$ cat config.mk
export PLATFORM = sky130hd
export DESIGN_NAME = timestamp_sampler
export DESIGN_NICKNAME = d
export VERILOG_FILES = /design/src/rtl/timestamp_sampler.sv
export SDC_FILE = /design/constraint.sdc
export NUM_CORES = 1
export LEC_CHECK = 0
export CAP_MARGIN = 20
export CORE_MARGIN = 2
export CORE_UTILIZATION = 55
export DETAILED_ROUTE_END_ITERATION = 6
export DONT_BUFFER_PORTS = 1
export HOLD_SLACK_MARGIN = 0.05
export PLACE_DENSITY = 0.7
export SYNTH_ARGS = -nofsm -noshare
export SYNTH_HDL_FRONTEND = slang
export SYNTH_SLANG_ARGS = --single-unit
$ cat constraint.sdc
create_clock -name clk_clk -period 3.05 [get_ports clk_clk]
set_clock_uncertainty 0.05 [all_clocks]
set_input_delay 0.7625 -clock clk_clk [delete_from_list [all_inputs] [get_ports clk_clk]]
set_output_delay 0.7625 -clock clk_clk [all_outputs]
set_load 0.03 [all_outputs]
$ cat src/rtl/timestamp_sampler.sv
// Avalon-MM master for the interval timer: programs it for free-running
// down-counting, then turns snapshot reads into elapsed-tick and delta values.
module timestamp_sampler #(
   parameter logic [31:0] PERIOD    = 32'hFFFF_FFFF,
   parameter logic [15:0] CTRL_INIT = 16'h0006
) (
   input  logic        clk_clk,
   input  logic        reset_reset_n,
   input  logic        sample_req,
   output logic        busy,
   output logic        ts_valid,
   output logic [31:0] ts_value,
   output logic [31:0] ts_delta,
   output logic        overflow,
   input  logic        clr_overflow,
   output logic [2:0]  tt_address,
   output logic [15:0] tt_writedata,
   input  logic [15:0] tt_readdata,
   output logic        tt_chipselect,
   output logic        tt_write_n
);

   typedef enum logic [2:0] {
      S_INIT_PL,
      S_INIT_PH,
      S_INIT_CTRL,
      S_IDLE,
      S_SNAP_WR,
      S_RD_LO,
      S_RD_HI,
      S_RD_END
   } state_t;

   state_t      state;
   state_t      state_nx;
   logic        pending;
   logic [15:0] snap_lo;
   logic [31:0] prev_value;
   logic [31:0] elapsed;
   logic        drop;

   // Bus handshake: a write is a single cycle with chipselect=1, write_n=0;
   // a read presents the address with chipselect=1, write_n=1 and the data
   // returns on tt_readdata in the next cycle (no waitrequest).
   always_comb begin
      state_nx      = state;
      busy          = 1'b1;
      tt_chipselect = 1'b0;
      tt_write_n    = 1'b1;
      tt_address    = 3'd0;
      tt_writedata  = 16'd0;
      case (state)
         S_INIT_PL: begin
            tt_chipselect = 1'b1;
            tt_write_n    = 1'b0;
            tt_address    = 3'd2;
            tt_writedata  = PERIOD[15:0];
            state_nx      = S_INIT_PH;
         end
         S_INIT_PH: begin
            tt_chipselect = 1'b1;
            tt_write_n    = 1'b0;
            tt_address    = 3'd3;
            tt_writedata  = PERIOD[31:16];
            state_nx      = S_INIT_CTRL;
         end
         S_INIT_CTRL: begin
            tt_chipselect = 1'b1;
            tt_write_n    = 1'b0;
            tt_address    = 3'd1;
            tt_writedata  = CTRL_INIT;
            state_nx      = S_IDLE;
         end
         S_IDLE: begin
            busy = 1'b0;
            if (sample_req || pending) state_nx = S_SNAP_WR;
         end
         S_SNAP_WR: begin
            tt_chipselect = 1'b1;
            tt_write_n    = 1'b0;
            tt_address    = 3'd4;
            state_nx      = S_RD_LO;
         end
         S_RD_LO: begin
            tt_chipselect = 1'b1;
            tt_address    = 3'd4;
            state_nx      = S_RD_HI;
         end
         S_RD_HI: begin
            tt_chipselect = 1'b1;
            tt_address    = 3'd5;
            state_nx      = S_RD_END;
         end
         S_RD_END: state_nx = S_IDLE;
         default:  state_nx = S_INIT_PL;
      endcase
      // Keep the bus quiet while reset is held so the init writes start cleanly on release.
      if (!reset_reset_n) begin
         busy          = 1'b1;
         tt_chipselect = 1'b0;
         tt_write_n    = 1'b1;
         tt_address    = 3'd0;
         tt_writedata  = 16'd0;
      end
   end

   assign elapsed = PERIOD - {tt_readdata, snap_lo};
   assign drop    = sample_req && pending && (state != S_IDLE);

   always_ff @(posedge clk_clk) begin
      if (!reset_reset_n) begin
         state      <= S_INIT_PL;
         pending    <= 1'b0;
         overflow   <= 1'b0;
         snap_lo    <= 16'd0;
         prev_value <= 32'd0;
         ts_value   <= 32'd0;
         ts_delta   <= 32'd0;
         ts_valid   <= 1'b0;
      end else begin
         state    <= state_nx;
         ts_valid <= (state == S_RD_END);
         if (state == S_RD_HI) snap_lo <= tt_readdata;
         if (state == S_RD_END) begin
            ts_value   <= elapsed;
            ts_delta   <= elapsed - prev_value;
            prev_value <= elapsed;
         end
         // In IDLE the pending slot is consumed; a simultaneous request refills it.
         if (state == S_IDLE) pending <= pending && sample_req;
         else if (sample_req && !pending) pending <= 1'b1;
         if (drop) overflow <= 1'b1;
         else if (clr_overflow) overflow <= 1'b0;
      end
   end

endmodule

==> metrics <==
post-route minimum period=2750 ps; Worst-path clk slew=100 ps; die width=97.8 µm; Internal=1.71 mW; Placed Instances=749; Hold/Removal Path Class=reg2reg; Final Slew Violations=0; Synth Area per Inst=7.53 µm²; num ports=108; Net count, final=704; DIE HEIGHT=97.8 µm; Root Buffer Master=clkbuf_8; crit-path most repeated cell=a31oi_1; Hold Buf Count CTS=0; Starting Density=56.0%; Max clock buf depth=2; outcome=finished clean; Avg WL per Cell=16.4 µm; Congestion Overflow GR=0; clk_lat worst skew=350 ps; TritonCTS Sinks=86; die area=0.00957 mm²; first-pass GRT wire length=20.3 mm; # fillers=809; period utilization=90.3%; H-tree depth=3; Comb power frac=12.5%; number of max-cap violations=0; total CTS buffers=9; switching share of total power=28.1%; TritonCTS clock tree=built; area share of the largest cell type after synthesis=35.6%; largest net degree at the start of global routing=50; crit path cell chain=ha_1 -> inv_1 -> fa_1 -> a21o_1 -> nand3_1 -> a31oi_1 -> o211ai_1 -> a31oi_1 -> and4b_1 -> or3_1; CP max-delay cell=fa_1; DR DRC count=0; placed wire-length estimate=9.65 mm; share of cells above drive strength 1=10.2%; dominant synthesized flop cell=dfxtp_1; Cell Rows=34; critical path arrival=2940 ps; Least-Margin Pin Slew=542 ps; fin cells=765; critical path fanouts, max=3; met2 Use GR=42.8%; Post-synth EDFFs=0; Slew Limit Headroom=63.8%; peak supply drop=0.000270 V; GR peak layer=met2; final WL=12.6 mm; post-CTS setup buffers=0; Worst Setup End Kind=flip-flop; synthesis-to-finish area growth=10.8%; Seq/Total Area, Yosys=35.6%; Yosys warnings=0; Critical Path Max Stage Delay=400 ps; via/cell ratio=5.71; Syn Nets=695; antenna viol nets, final=0; Final Hold Fails=0; Pre-antenna DRT Iters=7; vias in the first global route=4133; Port Buffers=0; cell taking the most area after synthesis=dfxtp_1; # resized after CTS=0; Power per Cell Area=444 mW/mm²; final setup TNS=0 ps; FMAX=363 MHz; routing usage on met3=6.01%; Leakage=2.07 nW; antenna fix cells=0; via count=4367; initial antenna violation count=0; met1 Use GR=33.9%; WP data required=3240 ps; Mapped Cells=643; RSZ-0062 raised after global routing=false; switching power=670 µW; Core Region=0.00864 mm²; synth top area cells=dfxtp_1 36%, nand2_1 9.5%, ha_1 8.0%; Total GRT Usage=26.0%; Cell Area, Synth=0.00484 mm²; Final setup viols=0; Worst setup SP type=flip-flop; register area=0.00172 mm²; Flop pwr share=48.6%; Netlist cell types=55; Crit Path Class=reg2reg; GPL Wtd Cong=0.923; Clock power frac=38.9%; asr flop ratio synth=0%; area occupied by multi-input gates=0.00265 mm²; initial DRC count=184; count of state elements after synthesis=86
## kinds of logic after synthesis
| kind of cell | after synthesis | share of synthesized area (%) |
|---|---|---|
| and+or+nand+nor | 195 | 17.6 |
| muxes | 3 | 0.621 |
| xor gates and xnor gates | 26 | 4.71 |
| DFF | 86 | 35.6 |
| buffers and inverters | 114 | 9.98 |
| adders and majority gates | 32 | 8.43 |
| AOI/OAI and AO/OA | 187 | 23.1 |
## through the flow
| step | worst slack (ps) | area, µm² | util (%) | hold WS, ps | power, mW |
|---|---|---|---|---|---|
| floorplan | 91.0 | 4850 | - | 396 | 1.43 |
| global route | 129 | 5360 | 62.1 | 452 | 2.46 |
| detailed placement | 323 | 5130 | 59.4 | 422 | 1.48 |
| CTS | 311 | 5360 | 62.1 | 435 | 2.39 |
| global placement | 387 | 5130 | 59.4 | 411 | 1.48 |
| finish | 297 | 5360 | 62.1 | 429 | 2.38 |
## layout make-up
type / instances / area share, %
multi-input cells: 443 / 49.4
repair buffers: 41 / 6.68
clock buffers: 9 / 2.31
well taps: 108 / 2.52
inverters: 71 / 4.97
flip-flops and latches: 86 / 32.1
clock inverters: 7 / 1.96
## critical path: cells and delay by family, from the launching register on
kind                     cells  cell delay (ps)
adder cells (fa/ha/maj)      2              570
flip-flops                   1              360
buffers and inverters        1               50
AND/OR/NAND/NOR              3              680
AO/OA/AOI/OAI                4              940
## registers in the layout, indices dropped and copies added, names as in the netlist
register / flops
overflow: 1
pending: 1
prev_value: 32
snap_lo: 16
state: 3
ts_delta: 32
ts_valid: 1
## layout by cell type, fill, tap and decap left out, types with 2 or more instances in the layout
cell type	n
o21bai_1	5
o21ai_1	6
a21oi_1	58
xor2_1	11
nand4_1	8
o21ai_0	68
nand2_1	122
a22o_1	4
o211ai_1	6
a32o_1	2
nor2_1	25
bufinv_16	2
or4_1	2
dfxtp_1	86
clkbuf_8	9
o21a_1	8
mux2i_1	3
nand3_1	6
and3_1	4
xnor2_1	15
buf_4	37
buf_12	4
inv_1	70
and2_2	2
a31oi_1	5
o31ai_1	4
or3_1	5
a211oi_1	2
nor2b_1	2
a21o_1	6
nor3_1	5
nand2b_1	5
inv_8	2
ha_1	31
## power by group through the flow
stage | clock (mW) | combinational, mW | sequential, mW
after CTS | 0.934 | 0.298 | 1.16
final | 0.926 | 0.298 | 1.16
after detailed placement | 0 | 0.296 | 1.18
after floorplan | 0 | 0.250 | 1.18
after global placement | 0 | 0.294 | 1.18
after global routing | 0.972 | 0.326 | 1.16
## routing by layer
layer	share of wire [%]	vias up
li1	-	2183
met1	44	1996
met2	46	160
met4	2.7	0
met3	7.7	28
met5	0	-
## synth_stat cells, drive strengths merged (3+ instances only)
master  count
a21o        6
a21oi      58
a22o        4
a31oi       5
and2        3
and3        4
buf        18
clkbuf     25
dfxtp      86
ha         31
inv        70
mux2i       3
nand2     123
nand2b      5
nand3       6
nand4       8
nor2       25
nor2b       3
nor3        6
o211ai      8
o21a        8
o21ai      75
o21bai      5
o31ai       4
or3         5
or4         3
xnor2      15
xor2       11
## final timing paths
| kind | from | to | cells past startpoint | slack (ps) |
|---|---|---|---|---|
| worst max-delay path | snap_lo[0] | ts_delta[28] | 10 | 300 |
| worst min-delay path | snap_lo[4] | snap_lo[4] | 2 | 430 |
| worst max register to register | snap_lo[0] | ts_delta[28] | 10 | 300 |
| worst min register to register | snap_lo[4] | snap_lo[4] | 2 | 430 |
Power figures use the tool's default switching activity.
